`src/rtl/instr_fetch_pkg.sv`:
```
// Shared ISA package: default widths, instruction field positions
// and the opcode constants decoded by both fetch and control.
package instr_fetch_pkg;

  localparam int PC_W_DEF = 8;
  localparam int IW_DEF   = 16;

  localparam int OP_HI  = 15;
  localparam int OP_LO  = 11;
  localparam int RD_HI  = 10;
  localparam int RD_LO  = 8;
  localparam int FN_HI  = 2;
  localparam int FN_LO  = 0;
  localparam int IMM_HI = 7;
  localparam int IMM_LO = 0;

  localparam logic [4:0] OP_NOP      = 5'b00000;
  localparam logic [4:0] OP_HLT      = 5'b11100;
  localparam logic [4:0] OP_HLT_MASK = 5'b11100;

  // Any 111xx opcode halts the core.
  function automatic logic is_hlt(input logic [4:0] op);
    return (op & OP_HLT_MASK) == OP_HLT;
  endfunction

endpackage

```
`src/rtl/instr_fetch.sv`:
```
// Instruction fetch: PC register, run/single-step/halt sequencing.
// Ports: clock/reset (sync, active-high); run_mode, step_exe;
//   pc_en, jump, branch from control; imem_addr/imem_rdata to the
//   synchronous instruction memory; decoded fields opcode, rdest,
//   func, imm8; pc, ir_valid, halted status.
module instr_fetch
  import instr_fetch_pkg::*;
#(
  parameter int PC_W = PC_W_DEF,
  parameter int IW   = IW_DEF
) (
  input  logic            clock,
  input  logic            reset,
  input  logic            run_mode,
  input  logic            step_exe,
  input  logic            pc_en,
  input  logic            jump,
  input  logic            branch,
  output logic [PC_W-1:0] imem_addr,
  input  logic [IW-1:0]   imem_rdata,
  output logic [4:0]      opcode,
  output logic [2:0]      rdest,
  output logic [2:0]      func,
  output logic [7:0]      imm8,
  output logic [PC_W-1:0] pc,
  output logic            ir_valid,
  output logic            halted
);

  localparam logic [2:0] S_BOOT  = 3'd0;
  localparam logic [2:0] S_RUN   = 3'd1;
  localparam logic [2:0] S_SWAIT = 3'd2;
  localparam logic [2:0] S_SEXEC = 3'd3;
  localparam logic [2:0] S_HALT  = 3'd4;

  logic [2:0]      state_q, state_d;
  logic [PC_W-1:0] pc_q, pc_d, pc_nxt;
  logic            step_q, step_d;

  logic [4:0]      op_raw;
  logic [PC_W-1:0] jmp_tgt, br_off;
  logic            issue, hlt, adv, step_rise;

  assign op_raw = imem_rdata[OP_HI:OP_LO];
  assign rdest  = imem_rdata[RD_HI:RD_LO];
  assign func   = imem_rdata[FN_HI:FN_LO];
  assign imm8   = imem_rdata[IMM_HI:IMM_LO];

  assign issue    = (state_q == S_RUN) || (state_q == S_SEXEC);
  assign ir_valid = issue || (state_q == S_SWAIT);
  assign halted   = (state_q == S_HALT);
  assign opcode   = (issue && !reset) ? op_raw : OP_NOP;
  assign pc       = pc_q;

  assign hlt       = is_hlt(op_raw);
  assign adv       = pc_en & ir_valid & issue;
  assign step_rise = step_exe & ~step_q;

  assign jmp_tgt = PC_W'(imm8);
  assign br_off  = PC_W'($signed(imm8));

  // Jump outranks branch; all arithmetic wraps at 2^PC_W.
  always_comb begin
    pc_nxt = pc_q;
    if (adv) begin
      if (jump) begin
        pc_nxt = jmp_tgt;
      end else if (branch) begin
        pc_nxt = pc_q + PC_W'(1) + br_off;
      end else begin
        pc_nxt = pc_q + PC_W'(1);
      end
    end
  end

  // Memory sees next-edge PC so rdata lines up with pc_q.
  assign pc_d      = reset ? '0 : pc_nxt;
  assign imem_addr = pc_d;
  assign step_d    = step_exe;

  // Mode changes only on adv, never mid multi-cycle op.
  always_comb begin
    state_d = state_q;
    unique case (state_q)
      S_BOOT:  state_d = run_mode ? S_RUN : S_SWAIT;
      S_RUN: begin
        if (hlt)                   state_d = S_HALT;
        else if (adv && !run_mode) state_d = S_SWAIT;
      end
      S_SWAIT: begin
        if (run_mode)       state_d = S_RUN;
        else if (step_rise) state_d = S_SEXEC;
      end
      S_SEXEC: begin
        if (hlt)      state_d = S_HALT;
        else if (adv) state_d = run_mode ? S_RUN : S_SWAIT;
      end
      S_HALT:  state_d = S_HALT;
      default: state_d = S_BOOT;
    endcase
  end

  always_ff @(posedge clock) begin
    if (reset) begin
      state_q <= S_BOOT;
      pc_q    <= '0;
      step_q  <= 1'b0;
    end else begin
      state_q <= state_d;
      pc_q    <= pc_d;
      step_q  <= step_d;
    end
  end

endmodule
```
`config.mk`:
```
export PLATFORM = sky130hd
export DESIGN_NAME = instr_fetch
export DESIGN_NICKNAME = d
export VERILOG_FILES = /design/src/rtl/instr_fetch_pkg.sv /design/src/rtl/instr_fetch.sv
export SDC_FILE = /design/constraint.sdc
export NUM_CORES = 1
export LEC_CHECK = 0
export CORE_UTILIZATION = 35
export DETAILED_ROUTE_END_ITERATION = 7
export PLACE_DENSITY = 0.69
export SYNTH_ARGS = -nofsm -noshare
export SYNTH_HDL_FRONTEND = slang
export SYNTH_SLANG_ARGS = --single-unit
```
`constraint.sdc`:
```
create_clock -name clock -period 6.5 [get_ports clock]
set_input_delay 1.3 -clock clock [delete_from_list [all_inputs] [get_ports clock]]
set_output_delay 1.3 -clock clock [all_outputs]
set_load 0.1 [all_outputs]
```
==> results of run 1 <==
-- metrics by stage --
stage,power [mW],std cells,setup WS [ns],hold slack (ns)
3_5_place_dp,0.3219,263,1.367,0.5533
3_3_place_gp,0.3220,263,1.398,0.5551
2_1_floorplan,0.2794,182,0.9042,0.5116
6_report,0.3876,266,1.339,0.5565
5_1_grt,0.4118,266,1.200,0.5966
4_1_cts,0.3910,266,1.352,0.5590
-- state kept, by name, indices dropped and copies added (netlist names) --
name / cells
state_q: 3
pc: 8
step_q: 1
-- worst max-delay path, delay by kind of cell --
family	cells	cell delay, ns
buffers and inverters	3	2.11
AO/OA/AOI/OAI	3	0.45
-- synthesized netlist by cell type (all sizes together), types with 3 or more instances --
library cell and number:
nand4 3, a21oi 16, dfxtp 12, inv 9, and3 3, nand2b 5, nand2 14, o22ai 3
a211oi 5, buf 16, o21ai 6, nor2 13, clkbuf 3, nor2b 4, nand3 7, and2 8
xnor2 3, a21o 3, o211ai 3, xor2 3, a31oi 5, ha 8, nor3 5, o21a 3
-- power by group through the flow --
stage	Combinational, mW	Sequential [mW]	Clock, mW
after floorplan	0.162	0.117	0
after global placement	0.231	0.0911	0
after detailed placement	0.231	0.0909	0
after CTS	0.232	0.0893	0.0697
after global routing	0.247	0.0909	0.0738
final	0.232	0.0896	0.0663
-- cells by family (layout without fill, tap and decap cells) --
logic type | Yosys count | after routing | share of synthesized area (%)
simple gates | 68 | 68 | 26.54
xor+xnor | 6 | 6 | 3.967
buf+inv | 29 | 67 | 12.27
mux | 1 | 1 | 0.7555
fa+ha+maj | 9 | 9 | 9.066
compound gates | 57 | 57 | 29.27
flops | 12 | 12 | 18.13
-- final cells by class --
cell class / count / area (um2) / share of cell area (%)
inverter: 10 / 37.54 / 2.048
timing repair buffer: 54 / 520.5 / 28.40
sequential: 12 / 240.2 / 13.11
clock buffer: 3 / 41.29 / 2.253
tap: 46 / 57.56 / 3.140
multi-input combinational: 141 / 935.9 / 51.06
-- metal layers --
layer	vias up	part of all wire (%)
met3	2	5.6
met2	45	44
met1	627	50
li1	734	-
met5	-	0
met4	0	0.20
-- worst paths after layout --
path | to | cells past startpoint | startpoint | slack, ns
worst max-delay path | imem_addr[0] | 6 | jump | 1.34
worst min-delay path | pc[0]$_SDFF_PP0_ | 2 | pc[0]$_SDFF_PP0_ | 0.56
worst max register to register | pc[7]$_SDFF_PP0_ | 9 | pc[0]$_SDFF_PP0_ | 3.99
worst min register to register | pc[0]$_SDFF_PP0_ | 2 | pc[0]$_SDFF_PP0_ | 0.56
==> qor.yml, run 1 <==
run:
  drv_cap: 0
sta:
  slew_violations: 0
  clock-skew-final_ns: 0.0004641
  finalWorstPathRequiredPeriod_ns: 5.161
  achievable-frequency_mhz: 193.8
  setup_repair_after_global_routing_missed_its_margin: "no"
  finalSetupViolCount: 0
  max_slew.worst_pin.slew_ns: 0.9825
  finalHoldViolations: 0
  final_worst_path_cycle_share_pct: 79.40
  slew_headroom_pct: 34.30
  timing.setup.tns_ns: 0
global_route:
  met2_usage_pct: 28.99
  most_used_routing_layer_in_global_routing: "met2"
  antenna_found_initial: 0
  gr-usage-met3_pct: 4.348
  grt_max_degree: 22
  globalRouteMet1Util_pct: 25.41
  first_global_vias: 1299
  grt_overflow: 0
  grt_first_pass_wirelength_mm: 5.961
  global_route.usage.total_pct: 18.39
drt:
  num_vias: 1408
  drt-initial-drc-count: 77
  first_pass_iters: 4
  drcViolationCount: 0
  count_of_nets_left_with_antenna_violations_after_detail_routing: 0
  wl_per_cell_um: 13.22
  avgViaCountPerCell: 5.293
  detail_route.wirelength_mm: 3.517
yosys:
  post-synth-top-area-fraction_pct: 18.13
  number_of_library_cell_types_mapped_by_synthesis: 45
  postSynthRegisterBits: 12
  syn-cell-area_um2: 1325
  yosys_most_used_dff: "sky130_fd_sc_hd__dfxtp_1"
  syn-mean-instance-area_um2: 7.280
  number_of_enable_flip_flop_cells_after_synthesis: 0
  sequential_fraction_of_the_synthesis_area_pct: 18.13
  ys.warnings.count: 0
  synth_top_area_cell: "sky130_fd_sc_hd__dfxtp_1"
  synth_instances: 182
  synthTopCellsByArea: "sky130_fd_sc_hd__dfxtp_1 (18%), sky130_fd_sc_hd__buf_4 (7.9%), sky130_fd_sc_hd__ha_1 (7.6%)"
  asyncSetResetFlopFracSynth_pct: 0
  synth_fp_nets: 214
worst_setup_path:
  setup_cp_type: "input pin to output pin"
  cp_cell_sequence: "clkdlybuf4s50_1, inv_1, o211ai_1, o211ai_1, a21oi_1, clkdlybuf4s50_1"
  critPathArrivalTime_ns: 3.86
  worst_path_max_delay_cell: "sky130_fd_sc_hd__clkdlybuf4s50_1"
  critical_path_required_ns: 5.20
  critPathMaxFanout: 13
  timing.critical_path.to_type: "output pin"
  timing.critical_path.slowest_cell_delay_ns: 1.14
  timing.critical_path.from_type: "input pin"
clock_network:
  cts.clk_slew.worst_paths_ns: 0.05
  tritoncts_num_sinks: 12
  cts.hold.buffers_added: 0
  cts-root-to-sink-buffers: 2
  post_cts_buffers: 0
  cts-buffers-inserted: 3
  clk-insertion-delay-late_ns: 0.24
  cts_root_buf: "sky130_fd_sc_hd__clkbuf_8"
  cts_htree_levels: 1
  cts_tree: "done"
  postCtsResizedCells: 0
placement:
  detailed_place_hpwl_mm: 2.784
  io_buffers: 53
  placedInstanceArea_um2: 1792
  gp_congestion: 0.8055
power:
  pwr_density_cell_nw_per_um2: 211.4
  combinationalPowerShare_pct: 59.8
  leakagePower_nw: 0.7216
  power_report.internal_total_mw: 0.1870
  power.clock.fraction_pct: 17.1
  ir_drop_v: 0.0001158
  sequential_share_of_power_pct: 23.1
  netSwitchingFraction_pct: 51.76
  psw_mw: 0.2006
floorplan:
  core_area_um2: 3468
  fp.dieH_um: 63.53
  floorplan_die_area_um2: 4036
  die_width_um: 63.53
  placement_rows: 21
  io-pin-count: 60
  start_util_pct: 38.20
cells_and_area:
  fillers: 355
  layout-drive-gt1-share_pct: 7.273
  antenna_cells: 0
  most_common_cell_after_layout_fill_and_taps_aside: "sky130_fd_sc_hd__clkdlybuf4s50_1"
  area.growth.synth_to_final_pct: 38.34
  final_nets: 254
  most_used_cells_in_the_layout_excluding_fill_and_tap_cells: "sky130_fd_sc_hd__clkdlybuf4s50_1 (46), sky130_fd_sc_hd__a21oi_1 (16), sky130_fd_sc_hd__nand2_1 (14)"
  fin_area_um2: 1833
  finalCoreUtilization_pct: 52.85
status:
  status: "finished, final reports clean"
hold_path:
  holdCritPathClass: "flop to flop"
(Power assumes the default switching activity.)
==> run 2, diff against run 1 <==
==> constraint.sdc (replaced) <==
create_clock -name clock -period 5 [get_ports clock]
set_input_delay 1 -clock clock [delete_from_list [all_inputs] [get_ports clock]]
set_output_delay 1 -clock clock [all_outputs]
set_load 0.1 [all_outputs]
==> run 2 against run 1 <==
Sequential share of layout area shrank 0.47 points. Critical path depth grew 4. Final cell count up 0.38%. Non-clock buffer count up 1. Via count rose by 4.7%. Register-to-register slack worse by 1.6 ns. Clock power up 35%. Sequential power up 31%. Die area unchanged. Critical path type unchanged. Critical endpoint is now imem_addr[6]. Highest routed layer unchanged.
==> qor.yml, run 2 (synthesis results as in run 1) <==
status:
  status: "finished, final reports clean"
drt:
  wl_per_cell_um: 13.85
  drt-initial-drc-count: 82
  avgViaCountPerCell: 5.521
  count_of_nets_left_with_antenna_violations_after_detail_routing: 0
  first_pass_iters: 4
  drcViolationCount: 0
  num_vias: 1474
  detail_route.wirelength_mm: 3.697
worst_setup_path:
  critPathMaxFanout: 4
  critical_path_required_ns: 4.00
  ff2ff_path_depth: 9
  reg2reg_setup_slack_ns: 2.37
  r2r-start: "pc[0]$_SDFF_PP0_"
  setup_cp_type: "input pin to output pin"
  timing.critical_path.to_type: "output pin"
  timing.critical_path.from_type: "input pin"
  regToRegEndpoint: "pc[7]$_SDFF_PP0_"
  critPathArrivalTime_ns: 3.38
hold_path:
  timing.hold.worst.start: "pc[0]$_SDFF_PP0_"
  hold_end: "pc[0]$_SDFF_PP0_"
  holdCritPathClass: "flop to flop"
  worstHoldPathCells: 2
clock_network:
  cts.clk_slew.worst_paths_ns: 0.05
  tritoncts_num_sinks: 12
  cts.hold.buffers_added: 0
  cts-buffers-inserted: 3
  cts_tree: "done"
  cts_htree_levels: 1
  cts-root-to-sink-buffers: 2
  postCtsResizedCells: 0
  cts_root_buf: "sky130_fd_sc_hd__clkbuf_8"
  clk-insertion-delay-late_ns: 0.24
  post_cts_buffers: 0
power:
  ir_drop_v: 0.0001746
  leakagePower_nw: 0.7518
  pwr_density_cell_nw_per_um2: 272.1
  power_mw: 0.5175
global_route:
  grt_max_degree: 15
  antenna_found_initial: 0
  first_global_vias: 1395
  global_route.usage.total_pct: 19.02
  grt_overflow: 0
  grt_first_pass_wirelength_mm: 6.168
sta:
  max_slew.worst_pin.slew_ns: 0.9764
  final.hold.worst_slack_ns: 0.5626
  finalSetupViolCount: 0
  slew_violations: 0
  finalWorstPathRequiredPeriod_ns: 4.383
  clock-skew-final_ns: 0.003504
  finalHoldViolations: 0
  achievable-frequency_mhz: 228.2
  final_worst_path_cycle_share_pct: 87.66
  postLayoutSetupSlackWorst_ns: 0.6171
  slew_headroom_pct: 34.70
  setup_repair_after_global_routing_missed_its_margin: "no"
cells_and_area:
  most_common_cell_after_layout_fill_and_taps_aside: "sky130_fd_sc_hd__clkdlybuf4s50_1"
  antenna_cells: 0
  fin_area_um2: 1902
  largest_reg_flops: 8
  final_nets: 255
  area.growth.synth_to_final_pct: 43.53
  layout-drive-gt1-share_pct: 11.76
  most_used_cells_in_the_layout_excluding_fill_and_tap_cells: "sky130_fd_sc_hd__clkdlybuf4s50_1 (40), sky130_fd_sc_hd__a21oi_1 (15), sky130_fd_sc_hd__nand2_1 (14)"
  finalCoreUtilization_pct: 54.83
placement:
  gp_congestion: 0.8323
  placedInstanceArea_um2: 1861
  detailed_place_hpwl_mm: 2.863
  io_buffers: 53
  dp_slack_ns: 0.6364
floorplan:
  fp.dieH_um: 63.53
  io-pin-count: 60
  placement_rows: 21
  core_area_um2: 3468
  die_width_um: 63.53
  floorplan_die_area_um2: 4036
  start_util_pct: 38.20
run:
  drv_cap: 0
-- run 2: cell count changes in the layout (fill, tap and decap cells not counted), sizes merged --
cell	before	now
clkdlybuf4s50	46	40
buf	8	15
-- run 2: area by class of cell --
cell class | count | area, um2
well taps | 46 | 57.56
fillers | 338 | 1567
clock buffers | 3 | 41.29
multi-input cells | 141 | 962.2
flip-flops and latches | 12 | 240.2
inverters | 10 | 37.54
repair buffers | 55 | 563.0
-- run 2: worst max path at each step --
stage	startpoint	slack [ns]	to
finish	imem_rdata[0]	0.62	imem_addr[6]
detailed placement	imem_rdata[0]	0.64	imem_addr[6]
global placement	imem_rdata[0]	0.68	imem_addr[6]
CTS	imem_rdata[0]	0.60	imem_addr[6]
global route	imem_rdata[0]	0.46	imem_addr[6]
floorplan	pc[0]$_SDFF_PP0_	-0.12	imem_addr[3]
-- run 2: critical path, stage by stage --
cell                              delay [ns]
sky130_fd_sc_hd__clkdlybuf4s50_1        0.52
sky130_fd_sc_hd__ha_1                   0.19
sky130_fd_sc_hd__inv_1                  0.06
sky130_fd_sc_hd__fa_1                   0.37
sky130_fd_sc_hd__nor2b_1                0.20
sky130_fd_sc_hd__o31a_1                 0.20
sky130_fd_sc_hd__mux2i_1                0.19
sky130_fd_sc_hd__o21ai_0                0.15
sky130_fd_sc_hd__a31oi_2                0.29
sky130_fd_sc_hd__buf_12                 0.21
-- run 2: metal layers --
metal	track usage (%)	routed length, um	part of all wire [%]
met3	5.978	164	4.4
met5	0	0	0
met1	24.40	1744	47
met4	4.830	32	0.87
met2	30.45	1756	47
-- run 2: metrics by stage --
stage | TNS [ns] | std cells
floorplan | -0.1185 | 182
global placement | 0 | 264
detailed placement | 0 | 264
CTS | 0 | 267
global route | 0 | 267
finish | 0 | 267
-- run 2: power breakdown --
group / internal (mW) / switching (mW) / total [mW]
registers: 0.104 / 0.0124 / 0.117
logic: 0.0922 / 0.219 / 0.312
clock network: 0.0531 / 0.0361 / 0.0892
total: 0.250 / 0.268 / 0.517
==> run 3, diff against run 2 <==
--- a/config.mk
+++ b/config.mk
@@ -5,6 +5,8 @@
 export SDC_FILE = /design/constraint.sdc
 export NUM_CORES = 1
 export LEC_CHECK = 0
+export CAP_MARGIN = 40
+export CORE_MARGIN = 5
 export CORE_UTILIZATION = 35
 export DETAILED_ROUTE_END_ITERATION = 7
 export PLACE_DENSITY = 0.69
==> run 3 against run 2 <==
Clock power up 23%. Sequential power about the same. First-iteration DRC count unchanged. Core utilization rose by 6.2 points. Global-route usage down 2.3 points. Final cell count increased by 9.0%. Critical endpoint unchanged. Largest cell class unchanged. Largest power group unchanged. Highest routed layer unchanged.
==> qor.yml, run 3 (synthesis results as in run 1) <==
drt:
  detail_route.wirelength_mm: 4.111
  drcViolationCount: 0
  num_vias: 1531
  first_pass_iters: 4
  count_of_nets_left_with_antenna_violations_after_detail_routing: 0
  avgViaCountPerCell: 5.261
  drt-initial-drc-count: 82
  wl_per_cell_um: 14.13
cells_and_area:
  antenna_cells: 0
  area.growth.synth_to_final_pct: 68.56
  final_nets: 276
  finalNonFillerCells: 291
  most_used_cells_in_the_layout_excluding_fill_and_tap_cells: "sky130_fd_sc_hd__clkdlybuf4s50_1 (40), sky130_fd_sc_hd__buf_8 (21), sky130_fd_sc_hd__a21oi_1 (15)"
  layout-drive-gt1-share_pct: 19.75
  fillers: 325
  multi_input_comb_area_um2: 962.2
  most_common_cell_after_layout_fill_and_taps_aside: "sky130_fd_sc_hd__clkdlybuf4s50_1"
  register_area_um2: 240.2
  largest_reg_flops: 8
hold_path:
  holdCritPathClass: "flop to flop"
clock_network:
  cts_root_buf: "sky130_fd_sc_hd__clkbuf_8"
  clk-insertion-delay-late_ns: 0.25
  tritoncts_num_sinks: 12
  cts.clk_slew.worst_paths_ns: 0.05
  cts-root-to-sink-buffers: 2
  cts_htree_levels: 1
  cts.hold.buffers_added: 0
  cts_tree: "done"
  post_cts_buffers: 0
  cts-buffers-inserted: 3
  postCtsResizedCells: 0
sta:
  finalWorstPathRequiredPeriod_ns: 4.372
  achievable-frequency_mhz: 228.7
  final_worst_path_cycle_share_pct: 87.44
  slew_violations: 0
  clock-skew-final_ns: 0.004930
  finalSetupViolCount: 0
  timing.setup.tns_ns: 0
  finalHoldViolations: 0
  setup_repair_after_global_routing_missed_its_margin: "no"
  max_slew.worst_pin.slew_ns: 0.6356
  slew_headroom_pct: 57.49
power:
  power.clock.fraction_pct: 19.0
  sequential_share_of_power_pct: 20.2
  pwr_density_cell_nw_per_um2: 258.2
  power_report.internal_total_mw: 0.2970
  leakagePower_nw: 0.9131
  psw_mw: 0.2796
  ir_drop_v: 0.0001984
  netSwitchingFraction_pct: 48.49
  combinationalPowerShare_pct: 60.8
floorplan:
  placement_rows: 22
  start_util_pct: 36.19
  die_width_um: 71.53
  core_area_um2: 3661
  floorplan_die_area_um2: 5117
  fp.dieH_um: 71.53
  io-pin-count: 60
run:
  drv_cap: 0
worst_setup_path:
  worst_path_max_delay_cell: "sky130_fd_sc_hd__clkdlybuf4s50_1"
  reg2reg_setup_slack_ns: 2.39
  critical_path_required_ns: 4.00
  timing.critical_path.from_type: "input pin"
  cp_num_buf_inv: 3
  timing.critical_path.max_delay_family: "buffers and inverters"
  setup_cp_type: "input pin to output pin"
  cp_cell_sequence: "clkdlybuf4s50_1, ha_1, inv_1, fa_1, nor2b_1, o31a_1, mux2i_1, o21ai_0, a31oi_2, buf_12"
  timing.critical_path.to_type: "output pin"
  critPathMaxFanout: 4
  critPathArrivalTime_ns: 3.37
  timing.critical_path.slowest_cell_delay_ns: 0.52
global_route:
  most_used_routing_layer_in_global_routing: "met2"
  gr-usage-met3_pct: 5.049
  global_route.usage.total_pct: 16.71
  first_global_vias: 1440
  grt_first_pass_wirelength_mm: 6.879
  grt_overflow: 0
  met2_usage_pct: 26.63
  antenna_found_initial: 0
  grt_max_degree: 15
  globalRouteMet1Util_pct: 21.61
placement:
  io_buffers: 53
  gp_congestion: 0.8696
  post-place-cells: 287
  detailed_place_hpwl_mm: 3.294
status:
  status: "finished, final reports clean"
[run 3: changes by cell type in the layout (fill, tap and decap cells not counted), sizes merged]
cell	previous run	this run
buf	15	36
clkbuf	3	4
[run 3: per-layer routing]
| layer | routed length, um | vias up |
|---|---|---|
| met3 | 281 | 7 |
| met4 | 60 | 0 |
| li1 | - | 779 |
| met2 | 1954 | 54 |
| met5 | 0 | - |
| met1 | 1814 | 691 |
[run 3: path summary, 6_finish.rpt]
check / start / to / depth (start not counted)
worst max-delay path: imem_rdata[0] / imem_addr[6] / 10
worst min-delay path: pc[0]$_SDFF_PP0_ / pc[0]$_SDFF_PP0_ / 2
worst max register to register: pc[0]$_SDFF_PP0_ / pc[7]$_SDFF_PP0_ / 9
worst min register to register: pc[0]$_SDFF_PP0_ / pc[0]$_SDFF_PP0_ / 2
[run 3: layout make-up]
cell class / count / share of cell area, %
Tap cell: 48 / 2.689
Timing Repair Buffer: 76 / 39.33
Sequential cell: 12 / 10.76
Multi-Input combinational cell: 141 / 43.08
Inverter: 10 / 1.681
Clock buffer: 4 / 2.465
[run 3: through the flow]
| stage | instance area, um2 | utilization (%) | power, mW | hold WS [ns] | worst slack, ns |
|---|---|---|---|---|---|
| final | 2233 | 61.00 | 0.5766 | 0.5634 | 0.6279 |
| after global routing | 2233 | 61.00 | 0.6059 | 0.6035 | 0.4363 |
| after CTS | 2233 | 61.00 | 0.5818 | 0.5661 | 0.6102 |
| after detailed placement | 2178 | 59.50 | 0.4693 | 0.5593 | 0.6439 |
| after global placement | 1863 | 50.89 | 0.4283 | 0.5455 | 0.6656 |
| after floorplan | 1365 | - | 0.3668 | 0.5116 | -0.1185 |
[run 3: worst register-to-register path, cell delays in order, from the launching register on]
cell                        delay (ns)
sky130_fd_sc_hd__dfxtp_1          0.43
sky130_fd_sc_hd__ha_1             0.26
sky130_fd_sc_hd__nand3_1          0.13
sky130_fd_sc_hd__xnor2_1          0.17
sky130_fd_sc_hd__ha_1             0.36
sky130_fd_sc_hd__nand2_1          0.09
sky130_fd_sc_hd__a211o_1          0.31
sky130_fd_sc_hd__a2111oi_2        0.32
sky130_fd_sc_hd__a31oi_1          0.15
sky130_fd_sc_hd__a311oi_1         0.30
[run 3: power groups by stage]
stage	Sequential (mW)	Clock, mW	Combinational (mW)
floorplan	0.152	0	0.215
global placement	0.118	0	0.310
detailed placement	0.118	0	0.351
CTS	0.116	0.113	0.352
global route	0.119	0.117	0.371
finish	0.116	0.110	0.350
